$ cat config.mk
export PLATFORM = sky130hd
export DESIGN_NAME = control_sequencer_flat
export DESIGN_NICKNAME = d
export VERILOG_FILES = /design/src/rtl/control_sequencer_if.sv /design/src/rtl/control_sequencer.sv /design/src/flat_wrapper.sv
export SDC_FILE = /design/constraint.sdc
export NUM_CORES = 1
export LEC_CHECK = 0
export ABC_AREA = 1
export BUFFER_PORTS_ARGS = -buffer_cell sky130_fd_sc_hd__buf_2
export CORE_MARGIN = 2
export CORE_UTILIZATION = 45
export CTS_BUF_LIST = sky130_fd_sc_hd__clkbuf_8
export DETAILED_ROUTE_END_ITERATION = 8
export PLACE_DENSITY = 0.83
export SLEW_MARGIN = 25
export SYNTH_ARGS = -nofsm -noshare
export SYNTH_HDL_FRONTEND = slang
export SYNTH_SLANG_ARGS = --single-unit
$ cat constraint.sdc
create_clock -name clk -period 1.6 [get_ports clk]
set_input_delay 0.24 -clock clk [delete_from_list [all_inputs] [get_ports clk]]
set_output_delay 0.24 -clock clk [all_outputs]
set_load 0.03 [all_outputs]
$ cat src/rtl/control_sequencer_if.sv
// Bus between the machine-step/IR/flag sources and the control sequencer.
// The sequencer takes the slave view; whatever drives steps and opcodes takes the master view.
interface control_sequencer_if;
  logic        step_en;
  logic [3:0]  ir_op;
  logic        zf;
  logic        cf;
  logic [15:0] control_word;
  logic [2:0]  step;
  logic        halted;
  logic        instr_done;

  modport master (
    output step_en, ir_op, zf, cf,
    input  control_word, step, halted, instr_done
  );

  modport slave (
    input  step_en, ir_op, zf, cf,
    output control_word, step, halted, instr_done
  );
endinterface

$ cat src/rtl/control_sequencer.sv
// Control unit for the 8-bit bus computer: steps T0..T4, decodes the 16-bit control word
// from step/opcode/flags, and latches HLT until clr.
module control_sequencer #(
  parameter bit EARLY_END = 1'b1
) (
  input  logic               clk,
  input  logic               clr,
  control_sequencer_if.slave bus
);

  typedef enum logic [2:0] {
    T0 = 3'd0,
    T1 = 3'd1,
    T2 = 3'd2,
    T3 = 3'd3,
    T4 = 3'd4
  } step_e;

  step_e step_q;
  logic  halted_q;
  logic  instr_done_q;

  logic [2:0] step_v;
  logic       advance;
  logic       at_last;
  logic       do_halt;

  function automatic logic [15:0] ucode(input logic [2:0] s, input logic [3:0] op,
                                        input logic z, input logic c);
    logic [15:0] w;
    w = 16'h0000;
    case (s)
      3'd0: w = 16'h2002;
      3'd1: w = 16'h1028;
      3'd2: begin
        case (op)
          4'h1, 4'h2, 4'h3, 4'h4: w = 16'h0012;
          4'h5:                   w = 16'h0050;
          4'h6:                   w = 16'h4010;
          4'h7:                   w = c ? 16'h4010 : 16'h0000;
          4'h8:                   w = z ? 16'h4010 : 16'h0000;
          4'hE:                   w = 16'h0880;
          4'hF:                   w = 16'h0001;
          default:                w = 16'h0000;
        endcase
      end
      3'd3: begin
        case (op)
          4'h1:       w = 16'h0048;
          4'h2, 4'h3: w = 16'h0408;
          4'h4:       w = 16'h0084;
          default:    w = 16'h0000;
        endcase
      end
      3'd4: begin
        case (op)
          4'h2:    w = 16'h8140;
          4'h3:    w = 16'h8340;
          default: w = 16'h0000;
        endcase
      end
      default: w = 16'h0000;
    endcase
    return w;
  endfunction

  // Conditional jumps count T2 as their last step even when the branch is not taken.
  function automatic logic [2:0] last_step(input logic [3:0] op);
    logic [2:0] l;
    case (op)
      4'h1, 4'h4:                                   l = 3'd3;
      4'h2, 4'h3:                                   l = 3'd4;
      4'h5, 4'h6, 4'h7, 4'h8, 4'hE, 4'hF:           l = 3'd2;
      default:                                      l = 3'd1;
    endcase
    return l;
  endfunction

  always_comb begin
    step_v  = step_q;
    advance = bus.step_en && !halted_q;
    do_halt = (step_q == T2) && (bus.ir_op == 4'hF);
    if (EARLY_END) begin
      at_last = (step_v >= last_step(bus.ir_op));
    end else begin
      at_last = (step_q == T4);
    end
  end

  always_ff @(posedge clk or posedge clr) begin
    if (clr) begin
      step_q       <= T0;
      halted_q     <= 1'b0;
      instr_done_q <= 1'b0;
    end else begin
      instr_done_q <= 1'b0;
      if (advance) begin
        if (do_halt) begin
          halted_q <= 1'b1;
        end else if (at_last) begin
          step_q       <= T0;
          instr_done_q <= 1'b1;
        end else begin
          step_q <= step_e'(step_v + 3'd1);
        end
      end
    end
  end

  assign bus.control_word = halted_q ? 16'h0001 : ucode(step_v, bus.ir_op, bus.zf, bus.cf);
  assign bus.step         = step_v;
  assign bus.halted       = halted_q;
  assign bus.instr_done   = instr_done_q;

endmodule
$ cat src/flat_wrapper.sv
// flat-port wrapper written by rule: the top's interface ports become plain ports
module control_sequencer_flat 
#(
  parameter bit EARLY_END = 1'b1
)
  (clk, clr, bus_step_en, bus_ir_op, bus_zf, bus_cf, bus_control_word, bus_step, bus_halted, bus_instr_done);
  control_sequencer_if bus_i ();
  input  logic clk;
  input  logic clr;
  input wire logic [$bits(bus_i.step_en)-1:0] bus_step_en;
  input wire logic [$bits(bus_i.ir_op)-1:0] bus_ir_op;
  input wire logic [$bits(bus_i.zf)-1:0] bus_zf;
  input wire logic [$bits(bus_i.cf)-1:0] bus_cf;
  output wire logic [$bits(bus_i.control_word)-1:0] bus_control_word;
  output wire logic [$bits(bus_i.step)-1:0] bus_step;
  output wire logic [$bits(bus_i.halted)-1:0] bus_halted;
  output wire logic [$bits(bus_i.instr_done)-1:0] bus_instr_done;
  assign bus_i.step_en = bus_step_en;
  assign bus_i.ir_op = bus_ir_op;
  assign bus_i.zf = bus_zf;
  assign bus_i.cf = bus_cf;
  assign bus_control_word = bus_i.control_word;
  assign bus_step = bus_i.step;
  assign bus_halted = bus_i.halted;
  assign bus_instr_done = bus_i.instr_done;
  control_sequencer #(.EARLY_END(EARLY_END)) u_core (.clk(clk), .clr(clr), .bus(bus_i));
endmodule
==> impl_metrics.json <==
{
  "grt-ovfl-total": 0,
  "cp_max_fo": 4,
  "slew_headroom": 0.790,
  "switchingPower_uw": 137,
  "clock_sinks": 5,
  "yosysSeqAreaShare": 0.185,
  "synth_top_area_share": 0.185,
  "total_power_uw": 465,
  "io_pins": 30,
  "crit_path_max_incr_delay_ns": 0.40,
  "numPortBuffers": 29,
  "final_common_cell": "buf_4",
  "path_common_cell": "buf_6",
  "area_delta_synth_final_pct": 90.6,
  "rsz0062_at_grt": "yes",
  "post-place-ws_ns": -0.0774,
  "ant_nets": 0,
  "cts_max_level": 1,
  "cp-end-kind": "output port",
  "clock_path_buffers": 2,
  "fmax_mhz": 539,
  "diodes": 0,
  "finalHoldViolCount": 0,
  "numCtsBuffers": 3,
  "vias": 1080,
  "outcome": "complete, but fails checks",
  "cts_tree": "built",
  "synth_area_leader_cell": "dfrtp_1",
  "period_minus_slack_ns": 1.85,
  "hp-start": "bus_step_en",
  "finalInstanceArea_um2": 1290,
  "grt_pass1_vias": 1076,
  "powerDensity_nw_per_um2": 360,
  "critPathLaunchType": "flip-flop",
  "setup_ws_ns": -0.255,
  "post-route-util": 0.956,
  "drive_gt1_frac": 0.602,
  "routed_wl_um": 3520,
  "finalSetupViolCount": 16,
  "critPathTopFamily": "buffers and inverters",
  "clkTransAtPathRegs_ns": 0.04,
  "yosys-top-cells-area": "dfrtp_1 (18%), ha_1 (15%), nand2_1 (14%)",
  "grt_usage": 0.406,
  "required_ns": 1.36,
  "drtIter0Drc": 51,
  "critical_path_class": "flip-flop to output port",
  "syn-num-nets": 125,
  "clock_latency_ns": 0.23,
  "seq_power_share": 0.273,
  "dp_hpwl_um": 1670,
  "clockRootBuffer": "clkbuf_8",
  "nets": 179,
  "path_buf_inv": 4,
  "grt_pass1_wl_um": 5400,
  "die_h_um": 42.8,
  "die-width_um": 42.8,
  "ir_drop_mv": 0.500,
  "initial_core_util": 0.501,
  "syn_area_um2": 677,
  "place_area_um2": 998,
  "power.leakage_uw": 0.000646,
  "synth-seq-cells": 5,
  "cp_slowest_cell": "dfrtp_2",
  "syn_area_per_cell_um2": 6.27,
  "failed_checks": "negative setup slack",
  "final_cell_mix": "buf_4 (23), nand2_1 (20), buf_2 (14), buf_6 (14)",
  "wl_per_cell_um": 20.0,
  "timing.rr.start": "u_core.bus.step[1]",
  "dieArea_um2": 1830,
  "worstHoldPathType": "input pin to flip-flop",
  "pwr-share-clk": 0.502,
  "ys_warn_count": 0,
  "core_um2": 1350,
  "antenna_found_initial": 0,
  "finalCritPeriodShare": 1.16,
  "p_int_uw": 328,
  "place_congestion": 0.800,
  "combPwrFrac": 0.224,
  "drc": 0,
  "startpoint": "u_core.bus.step[1]",
  "grt_start_max_net_pins": 13,
  "switching_share": 0.294,
  "holdWs_ns": 0.346,
  "crit_chain": "buf_4 > ha_4 > inv_4 > nor2_4 > nand4_1 > buf_6 > o21bai_4 > buf_6",
  "vias_per_cell": 6.14,
  "dr.pass1.iters": 4,
  "arrival_ns": 1.61,
  "rows": 13,
  "worst_clock_skew_ns": 0.00883,
  "cap_violations": 0,
  "tightest_slew_ns": 0.312,
  "netlist_instances": 108,
  "drv_slew": 0,
  "ys_types": 21
}
synthesized netlist by cell type, drive strengths merged:
| master | number |
|---|---|
| nor2 | 23 |
| dfrtp | 5 |
| nand3b | 1 |
| buf | 2 |
| o21bai | 1 |
| o21ai | 6 |
| inv | 14 |
| ha | 8 |
| nand3 | 5 |
| and3 | 1 |
| clkbuf | 1 |
| nor3 | 2 |
| nand4 | 5 |
| nand2 | 30 |
| a21oi | 4 |
metal layers:
layer  global-route usage  wire length [um]  vias up
met4                0.256               275        0
met1                0.437              1150      485
li1                     -                 -      450
met3                0.119               361       35
met5                    0                 0        -
met2                0.682              1730      110
worst register-to-register path, delay by kind of cell, from the launching register on:
family	cells	cell delay, ns
AND/OR/NAND/NOR	3	0.48
buffers and inverters	2	0.29
adder cells (fa/ha/maj)	1	0.30
flip-flops	1	0.43
final timing paths:
check	endpoint	slack [ns]	cells past startpoint
setup / recovery	bus_control_word[7]	-0.25	8
hold / removal	u_core.bus.halted	0.35	3
setup reg to reg	u_core.bus.instr_done	0.02	6
hold reg to reg	u_core.bus.step[2]	0.61	2
max in group asynchronous	u_core.bus.step[1]	0.90	3
min in group asynchronous	u_core.bus.step[2]	0.48	3
state kept, by name, summed over array words and instances, names as in the netlist:
register and count:
u_core.bus.step 3, u_core.bus.halted 1, u_core.bus.instr_done 1
final cells by class:
cell class / instances / area (um2)
inverters: 14 / 57.6
multi-input cells: 86 / 631
clock buffers: 3 / 41.3
flip-flops and latches: 5 / 128
repair buffers: 52 / 410
fillers: 35 / 60.1
well taps: 15 / 18.8
clock inverters: 1 / 3.75
per-stage QoR:
step                      setup TNS [ns]  cells
after floorplan                   -0.291    108
final                              -2.49    176
after CTS                          -1.40    173
after global routing               -3.36    176
after global placement           -0.0376    164
after detailed placement          -0.329    164
power groups by stage:
stage,Sequential [uW],Clock (uW),Combinational (uW)
after floorplan,129,0,48.5
after global placement,129,0,80.6
after detailed placement,129,0,86.2
after CTS,127,230,89.6
after global routing,127,251,113
final,127,233,104
cells by family (layout without fill, tap and decap cells):
family	Yosys count	after routing	share of synthesized area
AOI/OAI and AO/OA	11	11	0.107
buffers and inverters	17	70	0.111
DFF	5	5	0.185
adders and majority gates	8	8	0.148
and+or+nand+nor	67	67	0.449
what timing repair did:
item,CTS,global route
hold buffers,1,0
pin swaps,9,9
hold endpoints to repair,5,0
buffers inserted,4,3
endpoints found under the setup margin,15,20
cloned,0,0
resized for setup,47,6
No activity file was read; power rests on OpenSTA's default activity.
